File: src/rtl/opfetch_seq.sv
// Opcode fetch sequencer: assembles an optional page-prefix byte and an
// opcode byte into an (opcode, page) pair for the decoder. It injects the
// HARDI opcode when an interrupt is pending between instructions, and it
// tags instructions that a previous skip request asked to be skipped.
module opfetch_seq (
  input  logic       i_EMUCLK,
  input  logic       i_RESET,
  input  logic [7:0] i_BYTE,
  input  logic       i_BYTE_VLD,
  output logic       o_BYTE_RDY,
  output logic       o_PC_INC,
  output logic [7:0] o_OPCODE,
  output logic [2:0] o_OPCODE_PAGE,
  output logic       o_OP_VLD,
  input  logic       i_OP_ACK,
  output logic       o_OP_SKIP,
  input  logic       i_SKIP_SET,
  input  logic       i_IRQ,
  output logic       o_IRQ_TAKEN
);

  typedef enum logic [1:0] {
    FETCH1 = 2'd0,
    FETCH2 = 2'd1,
    HOLD   = 2'd2
  } state_e;

  localparam logic [7:0] HARDI_OPCODE = 8'h73;

  state_e     state_q, state_d;
  logic [2:0] page_store_q, page_store_d;
  logic       skip_pend_q, skip_pend_d;
  logic       hardi_q, hardi_d;
  logic [7:0] opcode_q, opcode_d;
  logic [2:0] page_q, page_d;
  logic       op_vld_q, op_vld_d;
  logic       op_skip_q, op_skip_d;
  logic       pc_inc_q, pc_inc_d;
  logic       irq_taken_q, irq_taken_d;

  logic       byte_rdy;
  logic       xfer;
  logic [2:0] prefix_page;

  // Page selected by a prefix byte; 0 means the byte is not a prefix.
  always_comb begin
    prefix_page = 3'd0;
    case (i_BYTE)
      8'h48:   prefix_page = 3'd1;
      8'h60:   prefix_page = 3'd2;
      8'h64:   prefix_page = 3'd3;
      8'h70:   prefix_page = 3'd4;
      8'h74:   prefix_page = 3'd5;
      default: prefix_page = 3'd0;
    endcase
  end

  // Ready in the fetch states; a pending interrupt blocks the first byte
  // so HARDI wins the slot, and reset always blocks consumption.
  always_comb begin
    byte_rdy = 1'b0;
    if (!i_RESET) begin
      byte_rdy = ((state_q == FETCH1) && !i_IRQ) || (state_q == FETCH2);
    end
    xfer = byte_rdy && i_BYTE_VLD;
  end

  // Next-state and registered-output computation.
  always_comb begin
    state_d      = state_q;
    page_store_d = page_store_q;
    hardi_d      = hardi_q;
    opcode_d     = opcode_q;
    page_d       = page_q;
    op_vld_d     = op_vld_q;
    op_skip_d    = op_skip_q;
    pc_inc_d     = xfer;
    irq_taken_d  = 1'b0;
    // A skip request arriving on the latch cycle survives the clear below,
    // so it lands on the following instruction.
    skip_pend_d  = skip_pend_q | i_SKIP_SET;

    case (state_q)
      FETCH1: begin
        if (i_IRQ) begin
          // HARDI is never skipped and leaves the pending flag untouched.
          opcode_d  = HARDI_OPCODE;
          page_d    = 3'd0;
          op_skip_d = 1'b0;
          hardi_d   = 1'b1;
          op_vld_d  = 1'b1;
          state_d   = HOLD;
        end else if (xfer) begin
          if (prefix_page != 3'd0) begin
            page_store_d = prefix_page;
            state_d      = FETCH2;
          end else begin
            opcode_d    = i_BYTE;
            page_d      = 3'd0;
            op_skip_d   = skip_pend_q;
            skip_pend_d = i_SKIP_SET;
            hardi_d     = 1'b0;
            op_vld_d    = 1'b1;
            state_d     = HOLD;
          end
        end
      end
      FETCH2: begin
        if (xfer) begin
          opcode_d    = i_BYTE;
          page_d      = page_store_q;
          op_skip_d   = skip_pend_q;
          skip_pend_d = i_SKIP_SET;
          hardi_d     = 1'b0;
          op_vld_d    = 1'b1;
          state_d     = HOLD;
        end
      end
      HOLD: begin
        if (i_OP_ACK) begin
          op_vld_d    = 1'b0;
          irq_taken_d = hardi_q;
          hardi_d     = 1'b0;
          state_d     = FETCH1;
        end
      end
      default: begin
        op_vld_d = 1'b0;
        state_d  = FETCH1;
      end
    endcase
  end

  // State and output registers with synchronous reset.
  always_ff @(posedge i_EMUCLK) begin
    if (i_RESET) begin
      state_q      <= FETCH1;
      page_store_q <= 3'd0;
      skip_pend_q  <= 1'b0;
      hardi_q      <= 1'b0;
      opcode_q     <= 8'h00;
      page_q       <= 3'd0;
      op_vld_q     <= 1'b0;
      op_skip_q    <= 1'b0;
      pc_inc_q     <= 1'b0;
      irq_taken_q  <= 1'b0;
    end else begin
      state_q      <= state_d;
      page_store_q <= page_store_d;
      skip_pend_q  <= skip_pend_d;
      hardi_q      <= hardi_d;
      opcode_q     <= opcode_d;
      page_q       <= page_d;
      op_vld_q     <= op_vld_d;
      op_skip_q    <= op_skip_d;
      pc_inc_q     <= pc_inc_d;
      irq_taken_q  <= irq_taken_d;
    end
  end

  assign o_BYTE_RDY    = byte_rdy;
  assign o_PC_INC      = pc_inc_q;
  assign o_OPCODE      = opcode_q;
  assign o_OPCODE_PAGE = page_q;
  assign o_OP_VLD      = op_vld_q;
  assign o_OP_SKIP     = op_skip_q;
  assign o_IRQ_TAKEN   = irq_taken_q;

endmodule

File: config.mk
export PLATFORM = sky130hd
export DESIGN_NAME = opfetch_seq
export DESIGN_NICKNAME = d
export VERILOG_FILES = /design/src/rtl/opfetch_seq.sv
export SDC_FILE = /design/constraint.sdc
export NUM_CORES = 1
export LEC_CHECK = 0
export BUFFER_PORTS_ARGS = -buffer_cell sky130_fd_sc_hd__buf_2
export CORE_MARGIN = 3
export CORE_UTILIZATION = 50
export CTS_BUF_LIST = sky130_fd_sc_hd__clkbuf_8 sky130_fd_sc_hd__clkbuf_16
export CTS_CLUSTER_DIAMETER = 30
export CTS_CLUSTER_SIZE = 14
export DETAILED_ROUTE_END_ITERATION = 16
export GPL_TIMING_DRIVEN = 0
export PLACE_DENSITY = 0.82
export SETUP_SLACK_MARGIN = 0.3
export SKIP_CTS_REPAIR_TIMING = 1
export SLEW_MARGIN = 10
export SYNTH_ARGS = -nofsm -noshare
export SYNTH_HDL_FRONTEND = slang
export SYNTH_SLANG_ARGS = --single-unit
File: constraint.sdc
create_clock -name i_EMUCLK -period 2.1 [get_ports i_EMUCLK]
set_input_delay 0.105 -clock i_EMUCLK [delete_from_list [all_inputs] [get_ports i_EMUCLK]]
set_output_delay 0.105 -clock i_EMUCLK [all_outputs]
set_load 0.01 [all_outputs]
==> qor.yml <==
status: "completed"
final-hold-violation-count: 0
cap_violations: 0
synth_edf_count: 0
hold_class: "in -> reg"
globalplace.congestion: 0.836
drt_iter0_markers: 39
clkPwrFrac: 0.373
numCtsBuffers: 3
avgRoutedWirePerCell_um: 14.8
slew_violations: 0
cpPeakStageDelay_ns: 0.35
crit_family: "compound AO/OA/AOI/OAI gates"
viasPerCell: 5.87
core_area_um2: 1980
drc: 0
timing.hold.ws_ns: 0.0839
clockRootBuffer: "clkbuf_8"
seqPwrFrac: 0.443
rows: 16
synth_warnings: 0
final_cells: 185
hpwl_mm: 1.92
fin_crit_sh: 0.823
synth.largest_area_cell: "dfxtp_1"
die_y_um: 52.2
firstDrtPassIters: 4
power_frac_comb: 0.184
min_period_ns: 1.73
power.density_nw_per_um2: 746
clock_sinks: 22
first_global_vias: 995
nNetsFinal: 177
p_int_mw: 0.779
crit_type: "reg -> reg"
synth_area_leaders: "dfxtp_1 (41%), a21oi_1 (11%), o21ai_0 (5.6%), a311oi_1 (4.9%), ha_1 (4.7%)"
finalWorstSetupSlack_ns: 0.371
dieArea_um2: 2720
pre_cts_ws_ns: 0.0890
grt_max_degree: 14
crit_path_end_kind: "flip-flop"
io_buffers: 29
ys_seq_elements: 22
drive_gt1_frac: 0.329
syn_nets: 141
clk_pin_slew_ns: 0.08
syn2layout_area_growth_pct: 30.0
synth.yosys.seq_area_share: 0.413
worstMarginPinSlew_ns: 0.526
ys.flop_type: "dfxtp_1"
track_usage: 0.205
grt_pass1_wl_mm: 4.24
skew_ns: 0.00376
avgSynthCellArea_um2: 8.68
ant_nets: 0
synthArstFlopShare: 0
path_cells: "inv_1 > ha_2 > nand2b_2 > a211oi_4 > buf_2 > o21ai_0 > a21oi_1"
h-tree-depth: 1
routed_wl_mm: 2.75
worst-endpoint-arrival_ns: 1.92
critical_path.max_fanout: 6
cp-start-kind: "flip-flop"
switchingPower_mw: 0.256
fin_tns_setup_ns: 0
syn_inst: 123
globalRoute.totalOverflow: 0
yosysUniqueCellTypes: 31
diodes: 0
slew_headroom: 0.649
start_util: 0.539
cts_max_path_buffers: 2
leakagePower_nw: 0.563
crit_required_ns: 2.29
finalPower_mw: 1.03
max_freq_ghz: 0.578
num_vias: 1086
switching_share: 0.248
num_io_pins: 30
die_w_um: 52.2
slowest_stage: "a211oi_4"
path_buf_inv: 2
clk_latency_ns: 0.26
dp.cells: 179
finalSetupViolCount: 0
syn_area_um2: 1070
synth_top_area_frac: 0.413
antenna_found_initial: 0
peakVddDrop_v: 0.000522
rsz0062_at_grt: "true"
cts_tree: "built"
-- layout by cell type (no fill, tap or decap), types with 2 or more instances in the layout --
master    count
a21oi_1      22
a311oi_1      6
buf_2        30
buf_4         2
buf_6         2
clkbuf_1      2
clkbuf_4      2
clkbuf_8      3
dfxtp_1      22
ha_1          3
inv_1         4
nand2_1       2
nand2b_1      3
nand2b_2      2
nand4_1       8
nor2_1        9
nor2b_1       3
o21ai_0      10
-- path summary, 6_finish.rpt --
| path | from | to | slack, ns | cells after the start |
|---|---|---|---|---|
| hold reg to reg | o_OPCODE_PAGE[1]$_SDFFE_PP0P_ | o_OPCODE_PAGE[1]$_SDFFE_PP0P_ | 0.48 | 2 |
| hold / removal | i_OP_ACK | o_IRQ_TAKEN$_SDFF_PP0_ | 0.08 | 3 |
| setup reg to reg | state_q[0]$_SDFFE_PP0P_ | o_OP_SKIP$_SDFFE_PP0P_ | 0.37 | 7 |
| setup / recovery | state_q[0]$_SDFFE_PP0P_ | o_OP_SKIP$_SDFFE_PP0P_ | 0.37 | 7 |
-- power by group through the flow --
stage | registers (mW) | logic [mW] | clock network, mW
2_1_floorplan | 0.476 | 0.0965 | 0
3_3_place_gp | 0.466 | 0.164 | 0
3_5_place_dp | 0.467 | 0.167 | 0
4_1_cts | 0.458 | 0.167 | 0.395
5_1_grt | 0.462 | 0.214 | 0.408
6_report | 0.458 | 0.190 | 0.386
-- stage by stage --
stage          instance area (µm²)  utilization
2_1_floorplan                 1070            -
3_3_place_gp                  1250        0.629
4_1_cts                       1320        0.665
6_report                      1390        0.700
5_1_grt                       1390        0.700
3_5_place_dp                  1250        0.629
-- layout make-up --
cell class,instances,area (µm²)
timing repair buffer,31,158
buffer,7,52.6
tap,27,33.8
clock inverter,1,30.0
multi-input combinational,90,617
fill,164,594
inverter,4,15.0
sequential,22,440
clock buffer,3,41.3
-- cell families (layout without fill, tap and decap cells) --
kind of cell	Yosys count	count (layout)	synth area share
flip-flops	22	22	0.413
multiplexers	1	1	0.00938
AND/OR/NAND/NOR	36	36	0.195
buffers and inverters	11	46	0.0574
adder cells (fa/ha/maj)	4	4	0.0469
AO/OA/AOI/OAI	49	49	0.279
-- sequential cells by signal (all words and copies together) (netlist names), 2 cells and up --
| name | count |
|---|---|
| o_OPCODE | 8 |
| o_OPCODE_PAGE | 3 |
| page_store_q | 3 |
| state_q | 2 |
-- worst min-delay path: cells and delay by family --
kind / cells / cell delay (ns)
buf+inv: 1 / 0.11
simple gates: 2 / 0.09
-- cells in the mapped netlist (2+ instances only) --
cell / n
a21oi_1: 23
nand4_1: 8
inv_1: 4
nand2_1: 2
dfxtp_1: 22
buf_6: 2
clkbuf_1: 3
nand2b_1: 5
o21ai_0: 12
ha_1: 4
a311oi_1: 6
nor2_1: 10
nor2b_1: 4
-- layer usage --
metal	global-route usage	up-vias	routed length, µm
li1	-	532	-
met1	0.268	496	1180
met2	0.337	54	1320
met3	0.0399	4	208
met4	0.0681	0	40
met5	0	-	0
No activity file was read; power rests on OpenSTA's default activity.
